## config.mk

```make
export PLATFORM = sky130hd
export DESIGN_NAME = qu_mem_arbiter
export DESIGN_NICKNAME = d
export VERILOG_FILES = /design/src/rtl/qu_mem_arbiter.sv
export SDC_FILE = /design/constraint.sdc
export NUM_CORES = 1
export LEC_CHECK = 0
export ABC_AREA = 1
export CAP_MARGIN = 20
export CORE_AREA = 2 2 98 100
export DETAILED_ROUTE_END_ITERATION = 10
export DIE_AREA = 0 0 100 102
export PLACE_DENSITY = 0.74
export SKIP_CTS_REPAIR_TIMING = 1
export SYNTH_ARGS = -nofsm -noshare
export SYNTH_HDL_FRONTEND = slang
export SYNTH_SLANG_ARGS = --single-unit
```

## constraint.sdc

```tcl
create_clock -name clk -period 1.5 [get_ports clk]
set_clock_uncertainty 0.2 [all_clocks]
set_input_delay 0.3 -clock clk [delete_from_list [all_inputs] [get_ports clk]]
set_output_delay 0.3 -clock clk [all_outputs]
set_load 0.03 [all_outputs]
```

## src/rtl/qu_mem_arbiter.sv

```systemverilog
// qu_mem_arbiter
// Shares one single-port, byte-writable 32-bit RAM between instruction fetch
// and load/store. Load/store has priority. A streak counter bounds how long a
// waiting fetch can be starved. Read responses are routed back one cycle later
// using a 2-bit tag that records who owned the RAM in the previous cycle.
module qu_mem_arbiter #(
    parameter int ADDR_WIDTH    = 12,
    parameter int MAX_LS_STREAK = 4
) (
    input  logic                  clk,
    input  logic                  rst,
    // fetch requester
    input  logic                  if_req,
    input  logic [31:0]           if_addr,
    output logic                  if_gnt,
    output logic                  if_rsp_valid,
    output logic [31:0]           if_rsp_data,
    // load/store requester
    input  logic                  ls_req,
    input  logic [3:0]            ls_wr_en,
    input  logic [31:0]           ls_addr,
    input  logic [31:0]           ls_wdata,
    output logic                  ls_gnt,
    output logic                  ls_rsp_valid,
    output logic [31:0]           ls_rsp_data,
    // pipeline flush
    input  logic                  flush,
    // RAM port
    output logic [ADDR_WIDTH-1:0] mem_addr,
    output logic                  mem_en,
    output logic [3:0]            mem_we,
    output logic [31:0]           mem_din,
    input  logic [31:0]           mem_dout
);

    localparam int SW = (MAX_LS_STREAK < 1) ? 1 : $clog2(MAX_LS_STREAK + 1);
    localparam logic [SW-1:0] STREAK_MAX = SW'(MAX_LS_STREAK);

    typedef enum logic [1:0] {
        TAG_NONE  = 2'd0,
        TAG_IF    = 2'd1,
        TAG_LS_RD = 2'd2,
        TAG_LS_WR = 2'd3
    } tag_t;

    tag_t          tag, tag_nxt;
    logic [SW-1:0] streak, streak_nxt;

    // Address bits below word granularity and above the RAM size are dropped.
    logic unused_addr_bits;
    assign unused_addr_bits = ^{if_addr[31:ADDR_WIDTH+2], if_addr[1:0],
                                ls_addr[31:ADDR_WIDTH+2], ls_addr[1:0]};

    // Grant selection: flush blocks fetch, a saturated streak forces fetch,
    // otherwise load/store wins. Everything is forced low while in reset.
    always_comb begin
        if_gnt = 1'b0;
        ls_gnt = 1'b0;
        if (!rst) begin
            if (flush) begin
                ls_gnt = ls_req;
            end else if (if_req && (streak == STREAK_MAX)) begin
                if_gnt = 1'b1;
            end else if (ls_req) begin
                ls_gnt = 1'b1;
            end else begin
                if_gnt = if_req;
            end
        end
    end

    // RAM drive follows the winner; idle cycles present an all-zero port.
    always_comb begin
        mem_en   = 1'b0;
        mem_we   = 4'b0000;
        mem_addr = '0;
        mem_din  = 32'h0;
        if (if_gnt) begin
            mem_en   = 1'b1;
            mem_addr = if_addr[ADDR_WIDTH+1:2];
        end else if (ls_gnt) begin
            mem_en   = 1'b1;
            mem_we   = ls_wr_en;
            mem_addr = ls_addr[ADDR_WIDTH+1:2];
            mem_din  = ls_wdata;
        end
    end

    // Streak bookkeeping: count LS wins while fetch waits, clear whenever
    // fetch is served or stops asking; flush-only cycles leave it alone.
    always_comb begin
        streak_nxt = streak;
        if (!if_req || if_gnt) begin
            streak_nxt = '0;
        end else if (ls_gnt && (streak != STREAK_MAX)) begin
            streak_nxt = streak + 1'b1;
        end
    end

    // Tag for next cycle's response, reloaded every cycle from the grant.
    always_comb begin
        tag_nxt = TAG_NONE;
        if (if_gnt) begin
            tag_nxt = TAG_IF;
        end else if (ls_gnt) begin
            tag_nxt = (ls_wr_en != 4'b0000) ? TAG_LS_WR : TAG_LS_RD;
        end
    end

    // State registers; reset discards any response still in flight.
    always_ff @(posedge clk or posedge rst) begin
        if (rst) begin
            tag    <= TAG_NONE;
            streak <= '0;
        end else begin
            tag    <= tag_nxt;
            streak <= streak_nxt;
        end
    end

    // Response routing; a flush kills a fetch response presenting this cycle.
    always_comb begin
        if_rsp_valid = 1'b0;
        if_rsp_data  = 32'h0;
        ls_rsp_valid = 1'b0;
        ls_rsp_data  = 32'h0;
        case (tag)
            TAG_IF: begin
                if (!flush) begin
                    if_rsp_valid = 1'b1;
                    if_rsp_data  = mem_dout;
                end
            end
            TAG_LS_RD: begin
                ls_rsp_valid = 1'b1;
                ls_rsp_data  = mem_dout;
            end
            TAG_LS_WR: begin
                ls_rsp_valid = 1'b1;
            end
            default: ;
        endcase
    end

endmodule

```

==> results_dict.tcl <==
set metrics [dict create \
    dr.first_iter.drc_count 30 \
    critPathRequiredTime_ns 1.00 \
    syn_area_per_cell_um2 4.46 \
    finalCritPeriodShare 1.40 \
    dp_hpwl_um 6040 \
    rsz0062_at_grt "yes" \
    power_per_cell_area_nw_per_um2 352 \
    core_area_um2 9110 \
    place_congestion 0.790 \
    crit_chain "inv_1 > ha_2 > nand4_1 > buf_4 > nand3_1 > nand2_4 > buf_4" \
    timing_worst_setup_path_type "reg -> out" \
    place_ws_ns -0.670 \
    p_leak_nw 2.40 \
    synthesis.instances 269 \
    achievable-frequency_mhz 478 \
    flow.area_growth_from_synthesis_pct 324 \
    clk_root_buffer_cell "sky130_fd_sc_hd__clkbuf_8" \
    run_status "finished, violations left" \
    cpMostUsedCell "sky130_fd_sc_hd__buf_4" \
    timing.final.max_slew_violations 0 \
    fill_cells 773 \
    worst_setup_path_end_kind "output port" \
    worst_ep_arrival_time_ns 1.59 \
    ios 254 \
    rows 35 \
    grt_antenna_before_repair 0 \
    slew_headroom 0.808 \
    postRouteAntennaNets 0 \
    worst_hold_path_type "reg -> reg" \
    route.detailed.drc 0 \
    vdd_ir_drop_max_v 0.000287 \
    cts_sinks 5 \
    post_synth_instance_area_um2 1200 \
    wl_per_cell_um 13.6 \
    setup_ws_ns -0.593 \
    first_global_vias 2280 \
    routed-via-count 2507 \
    die-area_um2 10200 \
    drv_cap 0 \
    grt_first_pass_wirelength_um 9960 \
    crit_path_top_delay_cell "sky130_fd_sc_hd__dfrtp_1" \
    hold_viol_final 0 \
    fp.dieH_um 102 \
    synthDistinctLibCells 16 \
    clock_tree.htree_level_count 1 \
    stage_delay_of_the_slowest_cell_on_the_critical_path_ns 0.37 \
    total_cts_buffers 3 \
    antenna_cells_inserted 0 \
    drt_wl_total_um 8540 \
    tns_ns -47.70 \
    io_buffers 213 \
    violations "negative setup slack" \
    cp-start-kind "register" \
    skew_pair_late_insertion_delay_ns 0.22 \
    ys_seq_area_frac 0.104 \
    cts.path.max_buffers 2 \
    grt-ovfl-total 0 \
    count_of_endpoints_failing_setup_in_the_final_report 119 \
    drt-pass1-iter-count 4 \
    tritoncts "done" \
    yosys_warnings 0 \
    report.power.total_mw 1.79 \
    groute.usage.overall 0.120 \
    timing.final.crit_period_ns 2.09 \
    ys_ff_latch 5 \
    per_cell_via_count_in_the_routed_design 4.00 \
    die_w_um 100 \
    initial_core_util 0.132 \
    num-nets-final 656 \
    critical_path.max_fanout 12 \
    worst_setup_hold_path_clk_slew_ns 0.03 \
    timing_worst_slew_pin_value_ns 0.287 \
    post_route_cells_drive_above_1_share 0.589 \
    synth_nets 408 \
    pin_count_of_the_biggest_net_entering_global_routing 20 \
]
==> Yosys cell counts <==
master | n | area [µm²]
sky130_fd_sc_hd__a21oi_1 | 1 | 5.00
sky130_fd_sc_hd__nand2_2 | 1 | 6.26
sky130_fd_sc_hd__clkbuf_1 | 8 | 30.0
sky130_fd_sc_hd__buf_4 | 1 | 7.51
sky130_fd_sc_hd__dfrtp_1 | 5 | 125
sky130_fd_sc_hd__nand3_1 | 15 | 75.1
sky130_fd_sc_hd__inv_1 | 82 | 308
sky130_fd_sc_hd__nand2_1 | 39 | 146
sky130_fd_sc_hd__buf_6 | 2 | 22.5
sky130_fd_sc_hd__buf_2 | 3 | 15.0
sky130_fd_sc_hd__inv_2 | 1 | 3.75
sky130_fd_sc_hd__nor2_4 | 1 | 11.3
sky130_fd_sc_hd__nand3_2 | 1 | 10.0
sky130_fd_sc_hd__nand4_1 | 3 | 18.8
sky130_fd_sc_hd__ha_1 | 2 | 25.0
sky130_fd_sc_hd__nor2_1 | 104 | 390
==> worst paths after layout <==
kind	slack [ns]	startpoint	depth (start not counted)	endpoint
max	-0.59	streak[1]	7	mem_addr[11]
min	0.41	streak[0]	4	streak[0]
max reg2reg	-0.22	streak[1]	9	tag[0]
min reg2reg	0.41	streak[0]	4	streak[0]
max in group asynchronous	0.44	rst	4	tag[0]
min in group asynchronous	0.49	rst	4	streak[2]
==> flip-flops by register name, indices dropped and copies added, names as in the netlist <==
| name | count |
|---|---|
| streak | 3 |
| tag | 2 |
==> per-stage QoR <==
stage | utilization | instances | hold slack (ns) | instance area, µm²
finish | 0.559 | 627 | 0.413 | 5090
global route | 0.559 | 627 | 0.465 | 5090
CTS | 0.453 | 606 | 0.314 | 4130
detailed placement | 0.448 | 602 | 0.422 | 4080
global placement | 0.448 | 602 | 0.401 | 4080
floorplan | - | 269 | -0.121 | 1980
==> worst max-delay path: cells and delay by family, from the launching register on <==
| family | cells | cell delay [ns] |
|---|---|---|
| fa+ha+maj | 1 | 0.19 |
| buf+inv | 3 | 0.47 |
| simple gates | 3 | 0.35 |
| flops | 1 | 0.37 |
==> where the power goes <==
group / internal, mW / switching, mW
Clock: 0.182 / 0.0647
Sequential: 0.142 / 0.00427
Combinational: 0.692 / 0.709
==> cell usage in the layout, fill, tap and decap left out, types with 5 or more instances in the layout <==
cell type                         instances
sky130_fd_sc_hd__dfrtp_1                  5
sky130_fd_sc_hd__nand2_4                 14
sky130_fd_sc_hd__clkbuf_16                6
sky130_fd_sc_hd__nand3_1                 15
sky130_fd_sc_hd__inv_2                    6
sky130_fd_sc_hd__nand2_1                 13
sky130_fd_sc_hd__nor2_2                  15
sky130_fd_sc_hd__buf_6                  116
sky130_fd_sc_hd__clkdlybuf4s50_1         93
sky130_fd_sc_hd__nor2_4                  87
sky130_fd_sc_hd__nand2_2                 11
sky130_fd_sc_hd__buf_12                  11
sky130_fd_sc_hd__inv_1                   75
sky130_fd_sc_hd__buf_4                   23
==> final cells by class <==
cell class / instances / area (µm²) / area share
Inverter: 83 / 328 / 0.0644
Timing Repair Buffer: 257 / 2910 / 0.571
Clock buffer: 4 / 45.0 / 0.00885
Sequential cell: 5 / 125 / 0.0246
Tap cell: 111 / 139 / 0.0273
Multi-Input combinational cell: 167 / 1550 / 0.304
==> logic make-up (layout without fill, tap and decap cells) <==
family | count (synthesis) | count (layout) | synth area share
AOI/OAI and AO/OA | 1 | 1 | 0.00417
DFF | 5 | 5 | 0.104
and+or+nand+nor | 164 | 164 | 0.548
buffers and inverters | 97 | 344 | 0.322
adders and majority gates | 2 | 2 | 0.0209
==> metal layers <==
layer,part of all wire,vias to the layer above,global-route usage
met2,0.60,129,0.266
met3,0.086,8,0.0308
met5,0,-,0
met4,0.012,0,0.0316
li1,-,1233,-
met1,0.31,1137,0.104
Note: power is estimated with default switching activity, not from simulation.
